<file path="config.mk">
export PLATFORM = sky130hd
export DESIGN_NAME = block_byte_sequencer_flat
export DESIGN_NICKNAME = d
export VERILOG_FILES = /design/src/rtl/block_byte_sequencer_if.sv /design/src/rtl/block_byte_sequencer.sv /design/src/flat_wrapper.sv
export SDC_FILE = /design/constraint.sdc
export NUM_CORES = 1
export LEC_CHECK = 0
export CAP_MARGIN = 20
export CELL_PAD_IN_SITES_DETAIL_PLACEMENT = 0
export CELL_PAD_IN_SITES_GLOBAL_PLACEMENT = 1
export CORE_ASPECT_RATIO = 1.1
export CORE_MARGIN = 5
export CORE_UTILIZATION = 41
export CTS_CLUSTER_DIAMETER = 30
export CTS_CLUSTER_SIZE = 28
export DETAILED_ROUTE_END_ITERATION = 6
export PLACE_DENSITY = 0.84
export SYNTH_ARGS = -nofsm -noshare
export SYNTH_HDL_FRONTEND = slang
export SYNTH_SLANG_ARGS = --single-unit
</file>
<file path="constraint.sdc">
create_clock -name clk -period 5 [get_ports clk]
set_input_delay 1 -clock clk [delete_from_list [all_inputs] [get_ports clk]]
set_output_delay 1 -clock clk [all_outputs]
set_load 0.02 [all_outputs]
</file>
<file path="src/rtl/block_byte_sequencer_if.sv">
// Block-in / byte-out stream bundle for block_byte_sequencer.
// The master drives blocks and consumes bytes; the slave is the sequencer.
interface block_byte_sequencer_if;
    logic         in_valid;
    logic         in_ready;
    logic [127:0] in_block;
    logic         flush;
    logic         out_valid;
    logic         out_ready;
    logic [7:0]   out_byte;
    logic [3:0]   out_idx;
    logic         out_last;
    logic         busy;

    modport master (
        output in_valid, in_block, flush, out_ready,
        input  in_ready, out_valid, out_byte, out_idx, out_last, busy
    );

    modport slave (
        input  in_valid, in_block, flush, out_ready,
        output in_ready, out_valid, out_byte, out_idx, out_last, busy
    );
endinterface

</file>
<file path="src/rtl/block_byte_sequencer.sv">
// Serialises a 128-bit block into 16 bytes, word 0 first, MSB first within a word.
// Define SEQ_DOUBLE_BUF_EN to add a hold register that removes the inter-block bubble.
module block_byte_sequencer (
    input logic                   clk,
    input logic                   rst,
    block_byte_sequencer_if.slave bus
);
    typedef enum logic {
        IDLE = 1'b0,
        SEND = 1'b1
    } state_t;

    state_t       state;
    state_t       state_nxt;
    logic [127:0] cur;
    logic [127:0] cur_nxt;
    logic [3:0]   idx;
    logic [3:0]   idx_nxt;
    logic         in_ready;
    logic         out_valid;
    logic         in_hs;
    logic         out_hs;
    logic         last_hs;
    logic [6:0]   bit_lo;

`ifdef SEQ_DOUBLE_BUF_EN
    logic [127:0] hold;
    logic [127:0] hold_nxt;
    logic         hold_valid;
    logic         hold_valid_nxt;

    assign in_ready = !rst && !bus.flush && !hold_valid;
`else
    assign in_ready = !rst && !bus.flush && (state == IDLE);
`endif

    assign out_valid = (state == SEND);
    assign in_hs     = bus.in_valid && in_ready;
    assign out_hs    = out_valid && bus.out_ready;
    assign last_hs   = out_hs && (idx == 4'd15);

    always_ff @(posedge clk or posedge rst) begin
        if (rst) begin
            state <= IDLE;
            cur   <= '0;
            idx   <= '0;
        end else begin
            state <= state_nxt;
            cur   <= cur_nxt;
            idx   <= idx_nxt;
        end
    end

`ifdef SEQ_DOUBLE_BUF_EN
    always_ff @(posedge clk or posedge rst) begin
        if (rst) begin
            hold       <= '0;
            hold_valid <= 1'b0;
        end else begin
            hold       <= hold_nxt;
            hold_valid <= hold_valid_nxt;
        end
    end
`endif

    // Flush wins over any coincident handshake; an output transfer on that edge is simply consumed.
    always_comb begin
        state_nxt = state;
        cur_nxt   = cur;
        idx_nxt   = idx;
`ifdef SEQ_DOUBLE_BUF_EN
        hold_nxt       = hold;
        hold_valid_nxt = hold_valid;
`endif
        if (bus.flush) begin
            state_nxt = IDLE;
            idx_nxt   = '0;
`ifdef SEQ_DOUBLE_BUF_EN
            hold_valid_nxt = 1'b0;
`endif
        end else begin
            case (state)
                IDLE: begin
                    if (in_hs) begin
                        cur_nxt   = bus.in_block;
                        idx_nxt   = '0;
                        state_nxt = SEND;
                    end
                end
                SEND: begin
                    if (out_hs && !last_hs) begin
                        idx_nxt = idx + 4'd1;
                    end
`ifdef SEQ_DOUBLE_BUF_EN
                    // in_ready is low whenever hold is full, so in_hs here implies an empty hold.
                    if (last_hs) begin
                        idx_nxt = '0;
                        if (hold_valid) begin
                            cur_nxt        = hold;
                            hold_valid_nxt = 1'b0;
                        end else if (in_hs) begin
                            cur_nxt = bus.in_block;
                        end else begin
                            state_nxt = IDLE;
                        end
                    end else if (in_hs) begin
                        hold_nxt       = bus.in_block;
                        hold_valid_nxt = 1'b1;
                    end
`else
                    if (last_hs) begin
                        idx_nxt   = '0;
                        state_nxt = IDLE;
                    end
`endif
                end
                default: begin
                    state_nxt = IDLE;
                    idx_nxt   = '0;
                end
            endcase
        end
    end

    // Byte idx sits at bits 127-8*idx down to 120-8*idx, i.e. its low bit is 8*(15-idx).
    assign bit_lo       = {4'd15 - idx, 3'b000};
    assign bus.out_byte = cur[bit_lo +: 8];
    assign bus.out_idx  = idx;
    assign bus.out_last = out_valid && (idx == 4'd15);
    assign bus.out_valid = out_valid;
    assign bus.in_ready  = in_ready;
`ifdef SEQ_DOUBLE_BUF_EN
    assign bus.busy = out_valid || hold_valid;
`else
    assign bus.busy = out_valid;
`endif

    // A stalled byte must stay put until it is taken or flushed.
    property p_stall_stable;
        @(posedge clk) disable iff (rst)
        (out_valid && !bus.out_ready && !bus.flush) |=> (out_valid && $stable(idx) && $stable(cur));
    endproperty
    assert property (p_stall_stable);

    property p_flush_blocks_input;
        @(posedge clk) disable iff (rst)
        bus.flush |-> !in_ready;
    endproperty
    assert property (p_flush_blocks_input);
endmodule

</file>
<file path="src/flat_wrapper.sv">
// flat-port wrapper written by rule: the top's interface ports become plain ports
module block_byte_sequencer_flat 
  (clk, rst, bus_in_valid, bus_in_block, bus_flush, bus_out_ready, bus_in_ready, bus_out_valid, bus_out_byte, bus_out_idx, bus_out_last, bus_busy);
  block_byte_sequencer_if bus_i ();
  input logic clk;
  input logic rst;
  input wire logic [$bits(bus_i.in_valid)-1:0] bus_in_valid;
  input wire logic [$bits(bus_i.in_block)-1:0] bus_in_block;
  input wire logic [$bits(bus_i.flush)-1:0] bus_flush;
  input wire logic [$bits(bus_i.out_ready)-1:0] bus_out_ready;
  output wire logic [$bits(bus_i.in_ready)-1:0] bus_in_ready;
  output wire logic [$bits(bus_i.out_valid)-1:0] bus_out_valid;
  output wire logic [$bits(bus_i.out_byte)-1:0] bus_out_byte;
  output wire logic [$bits(bus_i.out_idx)-1:0] bus_out_idx;
  output wire logic [$bits(bus_i.out_last)-1:0] bus_out_last;
  output wire logic [$bits(bus_i.busy)-1:0] bus_busy;
  assign bus_i.in_valid = bus_in_valid;
  assign bus_i.in_block = bus_in_block;
  assign bus_i.flush = bus_flush;
  assign bus_i.out_ready = bus_out_ready;
  assign bus_in_ready = bus_i.in_ready;
  assign bus_out_valid = bus_i.out_valid;
  assign bus_out_byte = bus_i.out_byte;
  assign bus_out_idx = bus_i.out_idx;
  assign bus_out_last = bus_i.out_last;
  assign bus_busy = bus_i.busy;
  block_byte_sequencer u_core (.clk(clk), .rst(rst), .bus(bus_i));
endmodule
</file>
======== Word-level counts from Yosys, hierarchy flattened ========
Cells that the tools add are included.
storage, ports and cells
  input bits .............................. 133
  bits in registers ....................... 133
  logic and storage cells ................. 32
cells by class
  bitwise gates (word level) .............. 2
  muxes and demuxes ....................... 9
  $add $sub $neg .......................... 2
  shift operators ......................... 1
  eq/ne operators ......................... 3
  reduce and logical (&&, ||, !) cells .... 12
operators by type and width
  operator               count
  $shiftx A128 B8 Y8     1
  $mux W4                4
  $pmux W4 S2            1
  $logic_and A1 B1 Y1    7
  $add A4 B1 Y4 const B  1
  $eq A4 B4 Y1 const B   1
  $ne A4 B4 Y1 const B   1
  $sub A4 B4 Y4 const A  1
  $logic_not A1 Y1       3
  $mux W1                3
  $ne A3 B2 Y1 const B   1
  $reduce_and A3 Y1      1
  $not A1 Y1             2
  $pmux W1 S2            1
  $reduce_and A2 Y1      1

======== Longest topological paths before layout ========
  depth after elaboration ................. 8
  depth in mapped cells ................... 6
  depth with buffers taken out ............ 4

======== Worst setup path after synthesis ========
OpenSTA, ideal clock, no wires.
  path kind ............................... register to output
  from .................................... register u_core.idx[0], in the netlist u_core.bus.out_idx[0]
  to ...................................... output port bus_out_byte[4]
  arrival time ............................ 1.670 ns
  setup slack ............................. 2.330 ns
  buffers on the path ..................... 2
  stages on the path, launching flop included .. 6
  path through ............................ dfrtp_1 -> buf_6 -> buf_6 -> mux4_1 -> a22oi_1 -> nand2_1
between the ends
  longest elaborated chain between the ends .. 2
ends and longest elaborated chain
  what                    RTL line                     RTL
  from (decl)             block_byte_sequencer.sv:17   logic [3:0] idx;
  from (signal assigned)  block_byte_sequencer.sv:50   idx <= idx_nxt;
  $sub A4 B4 Y4           block_byte_sequencer.sv:126  assign bit_lo = {4'd15 - idx, 3'b000};
  $shiftx A128 B8 Y8      block_byte_sequencer.sv:127  assign bus.out_byte = cur[bit_lo +: 8];
  to (decl)               flat_wrapper.sv:13           output wire logic [$bits(bus_i.out_byte)-1:0] bus_out_byte;
Every way passes these cells.

======== Worst setup path after layout ========
  from .................................... register u_core.idx[0], in the netlist u_core.bus.out_idx[0]
  to ...................................... output port bus_out_byte[0]
The elaborated chain is that of the path after synthesis.

==> impl_results.md <==
- Status: finished, final reports clean
- Clock Power Share: between 40% and 50%
- Unrepaired setup endpoints after global routing: false
- Synth cell types: 30
- Largest area contributor in the netlist: dfrtp_1
- Die Wd: 127 um
- First-pass GRT wire length: around 24000 um
- Pwr/cell area: 402 nW/um2
- Vias in the first global route: between 4000 and 5000
- Root Buffer: clkbuf_16
- Dominant cell by count in the synthesized netlist: dfrtp_1
- Crit path cell chain: buf_4 -> mux4_2 -> a22oi_1 -> nand2_1 -> clkdlybuf4s50_1
- Initial DRC count: between 100 and 150
- 1st-pass router iterations: 4
- Dominant synthesized flop cell: dfrtp_1
- ANT cells: 0
- Worst Setup Start Kind: register
- Placement Cell Area: 7660 um2
- Clk buf depth: 2
- Sw Ratio: roughly 23%
- CP Data Arrival Time: 3.12 ns
- Largest net degree at the start of global routing: between 100 and 150
- Logic pwr share: between 10% and 20%
- Area share of the largest cell type after synthesis: 54.3%
- Clock Sinks: 133
- I/O pin cnt: between 100 and 150
- Leak Pwr: between 3 and 4 nW
- Routed vias/inst: approximately 5.2
- CP required: approximately 4.0 ns
- TritonCTS Buffers: 17
- EDFF count, synth: 0
- Post-synthesis sequential area ratio: a little over half
- Routed len/inst: between 15 and 20 um
- # DRC: 0
- Post-Syn Instances: roughly 380
- CP endpoint kind: primary output
- Final wirelength: between 10000 and 15000 um
- Post-CTS Resized: 0
- Syn. warnings: 0
- Total die area: roughly 18000 um2
- Final slew viol count: 0
- Peak VDD IR: between 0.0002 and 0.00025 V
- Final Cycle Share: between 80 and 90%
- Mapped Area: 6130 um2
- Worst R2R Start: u_core.bus.busy
- Max incr delay on CP: 0.94 ns
- Routability Congestion: between 0.8 and 0.9
- Final WS setup: about 0.9 ns
- WS Path Type: register to primary output
- Mean post-synth cell area: roughly 16 um2
- Area Overhead vs Synth: 36.3%
- Final hold vios: 0
- Clock Latency Late Sink: around 0.42 ns
- Dpl hpwl: 10300 um
- Placed Cells: just under 700
- CTS clock-pin slew for the worst setup and hold paths: ~0.05 ns
- Pre-CTS setup slack: 1.28 ns
- Core ar.: approximately 15000 um2
- MaxCap Viol Count: 0
- Share of layout cells above drive strength 1: ~36%
- R2R cell count: 3
- Post-synth ARST share: 100%
- Starting Density: 42.1%
- Via count: 3799
- Total power draw: 3.36 mW
- Die Y: around 140 um
- Worst hold path class: register to register
- Reg-to-reg setup timing slack: between 2 and 3 ns
- Std cell rows: 46
- Final instance area: ~8400 um2
- Buffers & Inverters on Critical Path: 2
- Syn nets: 510
- Hold EP: u_core.cur[102]
- Non-Filler Instances: between 700 and 800
- Slew margin rel.: approximately two fifths
- Worst Setup SP: u_core.bus.out_idx[0]
- Register bit total from synthesis: 133
- Synth area leaders: dfrtp_1, mux2_2, mux4_2
- Max Freq: 243 MHz
- Slowest cell on crit path: dfrtp_2
- Antenna violations before repair: 2
- Core Util, Final: between 50% and 60%
- Hold_buf cts: 0
- Crit-path leading delay family: flip-flops
- Power Internal: between 2 and 3 mW
- CTS tree: yes
- Total gr overflow: 0
- Reg-to-reg endpoint: u_core.cur[24]
- Switch Pwr: 0.761 mW
- Clock skew: 0.00671 ns
- HP Start: u_core.cur[102]
- Final nets: roughly 660
- Buffers on Ports: 148
- Total Negative Setup Slacks: 0 ns
- Worst Max-Slew Pin Slew: 0.882 ns
- Crit. path cell count: 5
- Flop pwr share: between 40% and 50%
- DRT antenna net count: 0
- H-tree levels: 4
- Final period demand of the worst path: between 4 and 5 ns
- Post-synth top cells: dfrtp_1, mux2_2, mux4_2, a22oi_1, buf_6
- Hold Path Cell Cnt: 1
- GRT Util Overall: between 10% and 20%
- Final setup fails: 0
- Fin Hold WS: about 0.50 ns
- Worst-path maximum fanout: 29
- Postcts setup bufs: 0
cell type report:
cell class	count	area (um2)
Inverter	5	23.8
Clock buffer	20	467
Sequential cell	133	3330
Tap cell	192	240
Timing Repair Buffer	153	1550
Fill cell	1136	6200
Multi-Input combinational cell	211	2540
Clock inverter	12	200
metal layers:
layer	wire (um)	up-vias	share of wire (%)	GRT usage (%)
li1	-	1722	-	-
met1	5960	1906	41	21.9
met2	6910	141	48	27.1
met3	1280	26	8.9	7.40
met4	259	4	1.8	5.53
met5	25	-	0.17	0
sequential cells by signal (all words and copies together) (netlist names):
signal	count
u_core.bus.out_idx	4
u_core.cur	128
u_core.bus.busy	1
cell usage in the layout, fill, tap and decap left out, types with 2 or more instances in the layout:
| cell | netlist | final |
|---|---|---|
| clkdlybuf4s50_1 | 0 | 148 |
| dfrtp_1 | 133 | 131 |
| mux2_2 | 128 | 128 |
| mux4_2 | 21 | 21 |
| clkbuf_16 | 0 | 17 |
| a22oi_1 | 16 | 16 |
| mux4_1 | 10 | 10 |
| nand2_1 | 9 | 9 |
| nand4_1 | 5 | 5 |
| bufinv_16 | 0 | 5 |
| inv_1 | 5 | 4 |
| nor2b_1 | 3 | 3 |
| clkbuf_8 | 0 | 3 |
| clkinvlp_4 | 0 | 3 |
| buf_4 | 6 | 3 |
| nor2_1 | 2 | 2 |
| and3_1 | 2 | 2 |
| nand3_1 | 2 | 2 |
| clkinv_2 | 0 | 2 |
| clkinv_4 | 0 | 2 |
| dfrtp_2 | 0 | 2 |
power by group through the flow:
stage	logic [mW]	clock network [mW]	registers, mW
floorplan	0.378	0	1.38
global placement	0.555	0	1.42
detailed placement	0.570	0	1.43
CTS	0.574	1.41	1.42
global route	0.615	1.45	1.44
finish	0.567	1.38	1.41
kinds of logic (layout without fill, tap and decap cells):
family | after synthesis | in the layout | synth area share (%)
buffers and inverters | 32 | 190 | 4.24
adder cells (fa/ha/maj) | 1 | 1 | 0.204
AO/OA/AOI/OAI | 21 | 21 | 2.53
flip-flops | 133 | 133 | 54.3
multiplexers | 161 | 161 | 36.1
AND/OR/NAND/NOR | 28 | 28 | 2.67
worst register-to-register path: cells and delay by family (launching register included):
family	cells	cell delay, ns
buf+inv	1	0.46
flops	1	0.50
mux	1	0.62
simple gates	1	0.36
worst max path at each step:
stage / slack, ns / to
after floorplan: 0.45 / u_core.bus.busy
after global placement: 1.27 / bus_out_byte[0]
after detailed placement: 1.28 / bus_out_byte[0]
after CTS: 0.84 / bus_out_byte[0]
after global routing: 0.74 / bus_out_byte[0]
final: 0.88 / bus_out_byte[0]
(Power assumes the default switching activity.)
